### config.mk
export PLATFORM = sky130hd
export DESIGN_NAME = mem_copy_dma
export DESIGN_NICKNAME = d
export VERILOG_FILES = /design/src/rtl/mem_copy_dma_pkg.sv /design/src/rtl/mem_copy_dma.sv
export SDC_FILE = /design/constraint.sdc
export NUM_CORES = 1
export LEC_CHECK = 0
export CORE_MARGIN = 5
export CORE_UTILIZATION = 56
export DETAILED_ROUTE_END_ITERATION = 10
export GPL_TIMING_DRIVEN = 1
export PLACE_DENSITY = 0.87
export SLEW_MARGIN = 20
export SYNTH_ARGS = -nofsm -noshare
export SYNTH_HDL_FRONTEND = slang
export SYNTH_SLANG_ARGS = --single-unit
### constraint.sdc
create_clock -name clk -period 6.05 [get_ports clk]
set_clock_uncertainty 0.2 [all_clocks]
set_input_delay 0.605 -clock clk [delete_from_list [all_inputs] [get_ports clk]]
set_output_delay 0.605 -clock clk [all_outputs]
set_load 0.01 [all_outputs]
### src/rtl/mem_copy_dma_pkg.sv
// rtl/mem_copy_dma_pkg.sv - shared state encoding and sizing constants for the copy engine
package mem_copy_dma_pkg;

  typedef enum logic [2:0] {
    S_IDLE = 3'd0,
    S_RD   = 3'd1,
    S_WR   = 3'd2,
    S_FIN  = 3'd3,
    S_ERR  = 3'd4
  } state_t;

  localparam int WORD_BYTES       = 4;
  localparam int RAM_SIZE_DEFAULT = 256;

endpackage

### src/rtl/mem_copy_dma.sv
// rtl/mem_copy_dma.sv - word-at-a-time RAM-to-RAM block copier on the shared data port
module mem_copy_dma
  import mem_copy_dma_pkg::*;
#(
  parameter int RAM_SIZE = RAM_SIZE_DEFAULT,
  parameter int LEN_W    = 9
) (
  input  logic             clk,
  input  logic             reset,
  input  logic             start,
  input  logic [31:0]      src_addr,
  input  logic [31:0]      dst_addr,
  input  logic [LEN_W-1:0] len,
  output logic             mem_req,
  input  logic             mem_gnt,
  output logic             MemRd,
  output logic             MemWr,
  output logic [31:0]      Addr,
  output logic [31:0]      WrData,
  input  logic [31:0]      RdData,
  output logic             busy,
  output logic             done,
  output logic             err
);

  localparam logic [32:0] RAM_LIMIT = 33'(RAM_SIZE);

  state_t           state, state_nxt;
  logic [31:0]      src_ptr, dst_ptr, data_buf;
  logic [LEN_W-1:0] remaining;
  logic [32:0]      src_end, dst_end;
  logic             cmd_bad;

  // End-of-region word indices at 33 bits so a huge base cannot wrap past the check.
  assign src_end = {3'b000, src_addr[31:2]} + {{(33-LEN_W){1'b0}}, len};
  assign dst_end = {3'b000, dst_addr[31:2]} + {{(33-LEN_W){1'b0}}, len};
  assign cmd_bad = (|src_addr[1:0]) || (|dst_addr[1:0]) ||
                   (src_end > RAM_LIMIT) || (dst_end > RAM_LIMIT);

  always_comb begin
    state_nxt = state;
    mem_req   = 1'b0;
    MemRd     = 1'b0;
    MemWr     = 1'b0;
    Addr      = 32'h0;
    WrData    = 32'h0;
    busy      = 1'b0;
    done      = 1'b0;
    err       = 1'b0;
    case (state)
      S_IDLE: begin
        if (start) begin
          if (cmd_bad)                 state_nxt = S_ERR;
          else if (len == '0)          state_nxt = S_FIN;
          else                         state_nxt = S_RD;
        end
      end
      S_RD: begin
        mem_req = 1'b1;
        busy    = 1'b1;
        Addr    = src_ptr;
        MemRd   = mem_gnt;
        if (mem_gnt) state_nxt = S_WR;
      end
      S_WR: begin
        mem_req = 1'b1;
        busy    = 1'b1;
        Addr    = dst_ptr;
        WrData  = data_buf;
        MemWr   = mem_gnt;
        if (mem_gnt) state_nxt = (remaining == LEN_W'(1)) ? S_FIN : S_RD;
      end
      S_FIN: begin
        busy      = 1'b1;
        done      = 1'b1;
        state_nxt = S_IDLE;
      end
      S_ERR: begin
        err       = 1'b1;
        state_nxt = S_IDLE;
      end
      default: state_nxt = S_IDLE;
    endcase
  end

  always_ff @(posedge clk or posedge reset) begin
    if (reset) begin
      state     <= S_IDLE;
      src_ptr   <= 32'h0;
      dst_ptr   <= 32'h0;
      remaining <= '0;
      data_buf  <= 32'h0;
    end else begin
      state <= state_nxt;
      case (state)
        S_IDLE: begin
          if (start && !cmd_bad && (len != '0)) begin
            src_ptr   <= src_addr;
            dst_ptr   <= dst_addr;
            remaining <= len;
          end
        end
        S_RD: begin
          if (mem_gnt) begin
            data_buf <= RdData;
            src_ptr  <= src_ptr + 32'(WORD_BYTES);
          end
        end
        S_WR: begin
          if (mem_gnt) begin
            dst_ptr   <= dst_ptr + 32'(WORD_BYTES);
            remaining <= remaining - LEN_W'(1);
          end
        end
        default: ;
      endcase
    end
  end

endmodule

==> results list, run 1 <==
- The run finished with clean final reports.
* Residual DRC count: 0
- Sum Neg Setup Slack: 0 ns
* Number of antenna violations at the first check in global routing: 0
- Global routing used 30.5% of the available tracks.
- The initial utilization of the core area, before any placement, comes to 57.1%.
- For this run, asynchronously set or reset flops after synthesis account for 100%.
- Total clock sinks: 108
- First-pass GRT wire length: 44.2 mm
- Yosys printed 0 warnings.
- CP Class: in2reg
- The worst setup path is captured at a flip-flop.
- The count of buffers added on input and output ports is 178.
- Maximum number of buffers from clock root to sink: 2
* RePlAce Congestion: 1.04
- Static leakage power: 4.48 nW
* Yosys cell types: 79
* Finished Core Util: 71.5%
* Remaining max-slew budget at the tightest pin: 32.0%
- Wirelength, routed: 28.0 mm
- Via Count: 9104
* Number of clock buffers inserted by TritonCTS: 9
- Post_cts resized: 0
* Final Critical Period: 5.27 ns
- In the synthesized netlist the dominant register cell turns out to be sky130_fd_sc_hd__dfrtp_1.
- CTS placed an instance of sky130_fd_sc_hd__clkbuf_16 at the clock tree root.
* Flip-flop and latch count after synthesis: 108
- In the final routing, the length of wire on met1 measures 11.3 mm.
- TritonCTS built the clock tree.
- Max frequency: 0.190 GHz
- Counting the fill cells in the layout gives 1155.
- Counting every instance in the synthesized netlist gives 1064.
- Area overhead of the layout relative to synthesis: 25.3%
* Clk_lat worst skew: 0.36 ns
- Setup violations remaining at the end of the flow were counted as 0.
* Placement row count: 44
- Setup repair after global routing missed its margin: false
- Fin. max-slew vios: 0
* Number of hold buffers added after CTS: 0
- Min-delay worst type: reg2reg
- Number of ports placed on the die boundary: 179
- Count of H-tree levels built during CTS: 3
- Along the worst path, the maximum fanout reaches 25.
- After clock tree synthesis, the clock-pin slew on the worst setup and hold paths is 0.07 ns.
- When the netlist entered floorplanning its net count stood at 1197.
- Via density per instance: 6.58
* Ant diodes: 0
- After legalization and detailed placement, the total HPWL measured 20.6 mm.
- Post-layout nets: 1328
* CP Launch Point: len[0]
* Die outline area: 17400 um^2
* Slowest stage delay, CP: 0.71 ns
- Measured along the x axis, the die boundary spans 132 um.
* Total length of routed met2 wires: 12.7 mm
- Measured along the y axis, the die boundary spans 132 um.
- Share of synthesized area occupied by flip-flops and latches: 32.4%
* Critical Path RT: 6.09 ns
- Startpoint type of the worst setup path: input port
- After synthesis, the mean cell area works out to 7.83 um^2.
- Worst min-delay path startpoint: data_buf[30]$_DFFE_PP0P_
* Power density over the cells: 315 nW/um^2
- The detailed router finished its first iteration with 998 violations.
- Worst hold slack across all endpoints: 0.269 ns
- At the pin with the least slew margin, the transition time is 1.02 ns.
- The highest layer touched by signal routing is met4.
- Via count of the first global-routing pass: 8274
* Period utilization: 87.2%
- Start of the worst register-to-register path: dst_ptr[3]$_DFFE_PP0P_
- Cells along the critical path: clkdlybuf4s50_1 > ha_1 > inv_1 > fa_1 > nand2b_1 > a211oi_2 > o21ai_1 > o21ai_1 > o2111ai_1 > a2111oi_0 > nand4_1 > or4_4 > and2_1 > o22a_1
- DR pass1 iterations: 6
- The count of nets left with antenna violations once routing finished came out at 0.
- Entering global routing, the biggest net connects 71 pins.
* Most Frequent Cell on Critical Path: sky130_fd_sc_hd__o21ai_1
- Number of flops mapped to enable cells by yosys: 0
- Cell area after synthesis: 8330 um^2
- Max-cap violations in this run came to 0.
- Detailed routing placed a total of 2.88 mm of wire on met3.
- In this run the post-CTS setup repair buffer count came out at 0.
- Library cell contributing the largest single delay on the critical path: sky130_fd_sc_hd__or4_4
* Wire length per cell: 20.3 um
- Commonest non-fill, non-tap cell in the layout: sky130_fd_sc_hd__clkdlybuf4s50_1
- Worst supply voltage drop on vdd: 269 uV
- Pre-CTS setup slack: 0.531 ns
- The worst path meets setup with 0.775 ns of slack.
- Global-route congestion overflow total: 0
- Share of cells above drive strength 1: 4.08%
* Commonest cells after routing, fill and taps aside: 178 x sky130_fd_sc_hd__clkdlybuf4s50_1, 164 x sky130_fd_sc_hd__nand2_1, 107 x sky130_fd_sc_hd__dfrtp_1, 84 x sky130_fd_sc_hd__nor2_1, 71 x sky130_fd_sc_hd__a21oi_1
- Worst path arrival time: 5.32 ns
* Area inside the core boundary: 14600 um^2
* Final hold viol count: 0
[power breakdown]
group	internal (mW)	switching, mW
logic	0.582	0.733
registers	0.992	0.338
clock network	0.364	0.280
[area by class of cell]
| class | count | area, um^2 | share of cell area, % |
|---|---|---|---|
| clock buffer | 10 | 229 | 2.19 |
| clock inverter | 6 | 87.6 | 0.839 |
| inverter | 33 | 126 | 1.21 |
| multi-input combinational | 855 | 5200 | 49.9 |
| sequential | 108 | 2700 | 25.9 |
| tap | 184 | 230 | 2.21 |
| timing repair buffer | 188 | 1860 | 17.8 |
[path summary, 6_finish.rpt]
kind | to | cells past startpoint | slack (ns)
max | remaining[2]$_DFFE_PP0P_ | 14 | 0.78
min | data_buf[30]$_DFFE_PP0P_ | 2 | 0.27
max reg2reg | dst_ptr[28]$_DFFE_PP0P_ | 11 | 2.43
min reg2reg | data_buf[30]$_DFFE_PP0P_ | 2 | 0.27
max in group asynchronous | state[1]$_DFFE_PP0P_ | 3 | 3.93
min in group asynchronous | src_ptr[30]$_DFFE_PP0P_ | 2 | 0.53
[kinds of logic after synthesis]
| logic type | synth area share [%] |
|---|---|
| AND/OR/NAND/NOR | 28.4 |
| AO/OA/AOI/OAI | 25.3 |
| flip-flops | 32.4 |
| buffers and inverters | 5.21 |
| XOR/XNOR | 3.36 |
| adder cells (fa/ha/maj) | 3.78 |
| multiplexers | 1.49 |
[synthesized netlist by cell type (12+ instances only)]
| cell type | instances | share of area, % |
|---|---|---|
| sky130_fd_sc_hd__nor3_1 | 28 | 1.7 |
| sky130_fd_sc_hd__o22a_1 | 20 | 2.1 |
| sky130_fd_sc_hd__o211ai_1 | 15 | 1.4 |
| sky130_fd_sc_hd__a21oi_1 | 71 | 4.3 |
| sky130_fd_sc_hd__ha_1 | 22 | 3.3 |
| sky130_fd_sc_hd__nand4_1 | 22 | 1.7 |
| sky130_fd_sc_hd__dfrtp_1 | 108 | 32 |
| sky130_fd_sc_hd__buf_1 | 13 | 0.59 |
| sky130_fd_sc_hd__nand2_1 | 165 | 7.4 |
| sky130_fd_sc_hd__nor4_1 | 12 | 0.90 |
| sky130_fd_sc_hd__xor2_1 | 17 | 1.8 |
| sky130_fd_sc_hd__nand3_1 | 57 | 3.4 |
| sky130_fd_sc_hd__and3_1 | 45 | 3.4 |
| sky130_fd_sc_hd__and2_1 | 22 | 1.7 |
| sky130_fd_sc_hd__a22o_1 | 22 | 2.3 |
| sky130_fd_sc_hd__xnor2_1 | 15 | 1.6 |
| sky130_fd_sc_hd__inv_1 | 32 | 1.4 |
| sky130_fd_sc_hd__o21ai_0 | 37 | 2.2 |
| sky130_fd_sc_hd__clkbuf_1 | 38 | 1.7 |
| sky130_fd_sc_hd__a31oi_1 | 25 | 1.9 |
| sky130_fd_sc_hd__nor2_1 | 84 | 3.8 |
[metal layers]
layer,vias to the layer above,track usage (%)
li1,4192,-
met1,4288,42.3
met2,558,46.8
met3,66,6.26
met4,0,12.4
met5,-,0
[registers in the layout, summed over array words and instances, names as in the netlist]
signal and cells:
dst_ptr 32, data_buf 32, state 3, remaining 9
src_ptr 32
[per-stage QoR]
stage | power, mW | area, um^2 | std cells
floorplan | 2.09 | 8330 | 1064
global route | 3.49 | 10400 | 1384
finish | 3.29 | 10400 | 1384
CTS | 3.26 | 10400 | 1384
global placement | 2.57 | 10100 | 1368
detailed placement | 2.62 | 10100 | 1368
[worst max-delay path: cells and delay by family]
| kind | cells | cell delay (ns) |
|---|---|---|
| AND/OR/NAND/NOR | 4 | 1.69 |
| AO/OA/AOI/OAI | 6 | 1.76 |
| buffers and inverters | 2 | 0.63 |
| adder cells (fa/ha/maj) | 2 | 0.62 |
Note: power is estimated with default switching activity, not from simulation.
==> run 2: changes to the inputs <==
--- a/config.mk
+++ b/config.mk
@@ -14,3 +14,4 @@
 export SYNTH_ARGS = -nofsm -noshare
 export SYNTH_HDL_FRONTEND = slang
 export SYNTH_SLANG_ARGS = --single-unit
+export TNS_END_PERCENT = 50
==> results of run 2 <==
The final DEF is identical to that of run 1; final timing and power are the same.
